--- src/rtl/mult2_accumulator_pkg.sv ---
// rtl/mult2_accumulator_pkg.sv - shared types and constants for the product accumulator
// Purpose: FSM state encoding and widths shared by mult2_accumulator and sat_adder.
// Ports:   none (package).

package mult2_accumulator_pkg;

  typedef enum logic [1:0] {
    IDLE = 2'd0,
    ACC  = 2'd1,
    HOLD = 2'd2
  } state_t;

  localparam int PROD_W    = 4;
  localparam int MAX_COUNT = 255;
  localparam int CNT_W     = 8;

endpackage

--- src/rtl/mult2_accumulator_sat_adder.sv ---
// rtl/mult2_accumulator_sat_adder.sv - saturating add of a zero-extended product to the accumulator
// Purpose: a + zext(b), clamped to all-ones when the true sum does not fit in ACC_W bits.
// Ports:   a        - ACC_W-bit accumulator operand
//          b        - PROD_W-bit product operand (zero-extended)
//          sum      - clamped ACC_W-bit result
//          overflow - 1 when the unclamped sum exceeded 2^ACC_W-1

module sat_adder
  import mult2_accumulator_pkg::*;
#(
  parameter int ACC_W = 8
) (
  input  logic [ACC_W-1:0]  a,
  input  logic [PROD_W-1:0] b,
  output logic [ACC_W-1:0]  sum,
  output logic              overflow
);

  // One extra bit catches the carry; ACC_W >= PROD_W so the pad width is never negative.
  logic [ACC_W:0] raw;

  assign raw      = {1'b0, a} + {{(ACC_W + 1 - PROD_W){1'b0}}, b};
  assign overflow = raw[ACC_W];
  assign sum      = overflow ? {ACC_W{1'b1}} : raw[ACC_W-1:0];

endmodule

--- src/rtl/mult2_accumulator.sv ---
// rtl/mult2_accumulator.sv - batch accumulator of 4-bit products with saturation and result hold
// Purpose: after start, accept COUNT products, sum them with saturation, then hold the
//          result until the consumer takes it.
// Ports:   clk, rst_n           - clock, asynchronous active-low reset
//          start, clr           - begin a batch / abort to IDLE (clr wins)
//          prod, in_valid       - product input stream, in_ready when in ACC
//          sum, sat, out_valid  - registered result, valid in HOLD
//          out_ready            - consumer handshake
//          busy                 - state is not IDLE

module mult2_accumulator
  import mult2_accumulator_pkg::*;
#(
  parameter int COUNT = 4,
  parameter int ACC_W = 8
) (
  input  logic              clk,
  input  logic              rst_n,
  input  logic              start,
  input  logic              clr,
  input  logic [PROD_W-1:0] prod,
  input  logic              in_valid,
  output logic              in_ready,
  output logic [ACC_W-1:0]  sum,
  output logic              sat,
  output logic              out_valid,
  input  logic              out_ready,
  output logic              busy
);

  // cnt value at which the next accept is the final one of the batch.
  localparam logic [CNT_W-1:0] LAST_CNT = CNT_W'(COUNT - 1);

  state_t             state, state_nxt;
  logic [ACC_W-1:0]   acc, acc_nxt;
  logic [CNT_W-1:0]   cnt, cnt_nxt;
  logic               sat_q, sat_nxt;

  logic [ACC_W-1:0]   add_sum;
  logic               add_ovf;

  sat_adder #(
    .ACC_W (ACC_W)
  ) u_sat_adder (
    .a        (acc),
    .b        (prod),
    .sum      (add_sum),
    .overflow (add_ovf)
  );

  always_ff @(posedge clk or negedge rst_n) begin
    if (!rst_n) begin
      state <= IDLE;
      acc   <= '0;
      cnt   <= '0;
      sat_q <= 1'b0;
    end else begin
      state <= state_nxt;
      acc   <= acc_nxt;
      cnt   <= cnt_nxt;
      sat_q <= sat_nxt;
    end
  end

  always_comb begin
    state_nxt = state;
    acc_nxt   = acc;
    cnt_nxt   = cnt;
    sat_nxt   = sat_q;

    if (clr) begin
      state_nxt = IDLE;
      acc_nxt   = '0;
      cnt_nxt   = '0;
      sat_nxt   = 1'b0;
    end else begin
      case (state)
        IDLE: begin
          if (start) begin
            state_nxt = ACC;
            acc_nxt   = '0;
            cnt_nxt   = '0;
            sat_nxt   = 1'b0;
          end
        end
        ACC: begin
          // in_ready is 1 throughout ACC, so in_valid alone marks an accept.
          if (in_valid) begin
            acc_nxt = add_sum;
            cnt_nxt = cnt + 1'b1;
            sat_nxt = sat_q | add_ovf;
            if (cnt == LAST_CNT) begin
              state_nxt = HOLD;
            end
          end
        end
        HOLD: begin
          if (out_ready) begin
            if (start) begin
              // Back-to-back: skip IDLE and start the next batch cleanly.
              state_nxt = ACC;
              acc_nxt   = '0;
              cnt_nxt   = '0;
              sat_nxt   = 1'b0;
            end else begin
              state_nxt = IDLE;
            end
          end
        end
        default: begin
          state_nxt = IDLE;
        end
      endcase
    end
  end

  assign in_ready  = (state == ACC);
  assign out_valid = (state == HOLD);
  assign busy      = (state != IDLE);
  assign sum       = acc;
  assign sat       = sat_q;

endmodule

--- config.mk ---
export PLATFORM = sky130hd
export DESIGN_NAME = mult2_accumulator
export DESIGN_NICKNAME = d
export VERILOG_FILES = /design/src/rtl/mult2_accumulator_pkg.sv /design/src/rtl/mult2_accumulator_sat_adder.sv /design/src/rtl/mult2_accumulator.sv
export SDC_FILE = /design/constraint.sdc
export NUM_CORES = 1
export LEC_CHECK = 0
export CORE_MARGIN = 2
export CORE_UTILIZATION = 58
export CTS_BUF_LIST = sky130_fd_sc_hd__clkbuf_4 sky130_fd_sc_hd__clkbuf_8
export CTS_CLUSTER_DIAMETER = 200
export DETAILED_ROUTE_END_ITERATION = 8
export HOLD_SLACK_MARGIN = 0.03
export PLACE_DENSITY = 0.91
export SLEW_MARGIN = 20
export SYNTH_ARGS = -nofsm -noshare
export SYNTH_HDL_FRONTEND = slang
export SYNTH_HIERARCHICAL = 1
export SYNTH_SLANG_ARGS = --single-unit
--- constraint.sdc ---
create_clock -name clk -period 3.6 [get_ports clk]
set_input_delay 0.9 -clock clk [delete_from_list [all_inputs] [get_ports clk]]
set_output_delay 0.9 -clock clk [all_outputs]
set_load 0.02 [all_outputs]
==> reports/summary.txt <==
cts hold-fix bufs: 0
Synth Flop Type: dfrtp_1
number of synthesized register bits: 19
# clock sinks: 19
H-tree Lvls: 1
CP Class: in -> reg
starting density of the core: 61.9%
Final Setup Violations: 0
Worst R2R Start: sum[0]$_DFFE_PN0P_
Cells after Synth: 117
Reg clk slew, reported paths: 0.10 ns
Antenna diodes: 0
async set-reset flop share out of synthesis: 100%
CTS Root Cell: clkbuf_4
die width: 50 um
Max FO, Critical Path: 5
syn_area_per_cell: 10.5 um2
routed wl met3: 137 um
number of routed nets with antenna violations: 0
Setup Buffers After CTS: 0
leakage: 0.670 nW
Top Ports: 22
DRC marker count from the first detailed-route iteration: 32
global-route wire length before repair: 4.55 mm
Pre-antenna DRT Iters: 4
final hold vios: 0
R2R cell count: 7
Fin Hold WS: 0.547 ns
DRC errors left: 0
clk_lat worst skew: 0.30 ns
global placement routability congestion: 0.878
Final Skew: 0.00829 ns
M1 WL: 1.18 mm
outcome: finished, final reports clean
fillers: 127
Area Overhead vs Synth: 20.7%
fmax: 349 MHz
reg2reg end: sum[5]$_DFFE_PN0P_
Syn Std Cell Area: 1230 um2
DR WL/cell: 15.6 um
global route overflow: 0
RSZ-0062 raised after global routing: no
Hold Path Origin: sum[3]$_DFFE_PN0P_
Port Buffer Count: 21
EDFF count, synth: 0
Worst VDD drop: 205 uV
TritonCTS clock tree: done
maxcap violations: 0
layout cells sized above 1: 13.7%
Die Area: 2500 um2
post-DP HPWL: 1.94 mm
DIE HEIGHT: 50 um
Resized cells post-CTS: 0
final period utilization: 79.7%
nets: 156
Longest Clk Path Bufs: 2
TNS Setup: 0 ns
Worst slew margin: 43.9%
Startpoint Class: input port
Hold Crit Class: reg -> reg
final cell count without fillers: 166
total design power: 426 uW
initial antenna violation count: 0
worst-margin pin slew: 0.839 ns
Tot GR Track Use: 24.0%
Netlist cell types: 47
Seq/Total Area, Yosys: 38.7%
Inst Count DP: 162
Core ar.: 1980 um2
via count: 1048
Crit. End Element: flop
reg-to-reg slack, setup: 1.31 ns
largest net degree at the start of global routing: 20
pwr/cell area: 288 nW/um2
CP Data Required Time: 3.80 ns
min cycle time layout: 2.87 ns
number of global-route vias before repair: 1017
data arrival time of the critical path: 3.07 ns
max layer used: met4
Met2 Wirelength: 1.25 mm
Synth Net Count: 133
final WL: 2.59 mm
Ys Warns: 6
max-slew violation count: 0
vias per cell: 6.31
CTS Buf Count: 3
Hold Path Depth: 1
row cnt: 16
hold endpoint: sum[3]$_DFFE_PN0P_
cell families (layout without fill, tap and decap cells):
logic type	count (synthesis)	after routing	synth area share [%]
XOR/XNOR	1	1	0.714
AND/OR/NAND/NOR	44	44	23.3
flip-flops	19	19	38.7
AO/OA/AOI/OAI	34	34	23.0
adder cells (fa/ha/maj)	6	6	6.73
multiplexers	4	4	3.97
buffers and inverters	9	31	3.46
cell usage in the layout, fill, tap and decap left out, types with 3 or more instances in the layout:
cell	netlist	layout
or2_2	3	3
o21ai_0	3	3
ha_1	5	5
nor2_1	6	6
nand2_1	5	5
dfrtp_1	19	19
a21oi_1	4	4
a22o_1	9	9
mux2_2	3	3
nor2b_1	4	4
a211o_1	3	3
clkbuf_4	0	4
or4_1	3	3
nand3_1	4	4
inv_1	6	6
clkdlybuf4s50_1	0	21
per-stage QoR:
stage | setup WS (ns) | util (%) | area (um2)
2_1_floorplan | 0.942 | - | 1230
3_3_place_gp | 0.482 | 73.2 | 1450
3_5_place_dp | 0.418 | 73.2 | 1450
4_1_cts | 0.745 | 74.7 | 1480
5_1_grt | 0.645 | 74.7 | 1480
6_report | 0.731 | 74.7 | 1480
cells in the mapped netlist (2+ instances only):
library cell  instances  share of area [%]
inv_1                 6                1.8
nor2b_1               4                2.0
nand3_1               4                1.6
a21oi_1               4                1.6
dfrtp_1              19                 39
and3b_1               2                1.4
a31oi_1               2                1.0
ha_1                  5                5.1
mux2_2                3                2.8
or2_2                 3                1.5
nor2_1                6                1.8
nand2_1               5                1.5
nand4_1               2                1.0
nand2b_1              2                1.0
o21ai_0               3                1.2
nor3_1                2               0.82
or4_1                 3                1.8
o31ai_1               2                1.2
a22o_1                9                6.4
a211o_1               3                2.1
nor4_1                2                1.0
worst max-delay path by stage:
| stage | start | endpoint | slack [ns] | cells after the start |
|---|---|---|---|---|
| global placement | prod[0] | sum[5]$_DFFE_PN0P_ | 0.48 | 8 |
| floorplan | prod[0] | sum[5]$_DFFE_PN0P_ | 0.94 | 7 |
| CTS | prod[0] | sum[5]$_DFFE_PN0P_ | 0.74 | 8 |
| global route | prod[0] | sum[5]$_DFFE_PN0P_ | 0.64 | 8 |
| finish | prod[0] | sum[5]$_DFFE_PN0P_ | 0.73 | 8 |
| detailed placement | prod[0] | sum[5]$_DFFE_PN0P_ | 0.42 | 8 |
registers in the layout (all words and copies together) (netlist names):
signal / flops
cnt: 8
sum: 8
sat: 1
state: 2
routing by layer:
layer / up-vias / global-route usage, %
met5: - / 0
met3: 5 / 3.33
met2: 32 / 37.9
met1: 518 / 33.1
li1: 493 / -
met4: 0 / 9.26
area by class of cell:
class | instances | area [um2] | area share, %
multi-input combinational | 89 | 709 | 47.9
sequential | 19 | 475 | 32.1
timing repair buffer | 21 | 210 | 14.2
tap | 27 | 33.8 | 2.28
clock buffer | 4 | 30.0 | 2.03
inverter | 6 | 22.5 | 1.52
worst max-delay path, stage by stage:
cell and delay (ns):
clkdlybuf4s50_1 0.41, ha_1 0.21, fa_1 0.40, a21o_2 0.25, a21oi_4 0.20, nor2_1 0.09
or3b_1 0.38, a22o_1 0.21
where the power goes:
part / switching, mW / leakage, nW / internal, mW
logic: 0.0426 / 0.388 / 0.0402
registers: 0.00631 / 0.263 / 0.218
clock network: 0.0686 / 0.0184 / 0.0508
No activity file was read; power rests on OpenSTA's default activity.
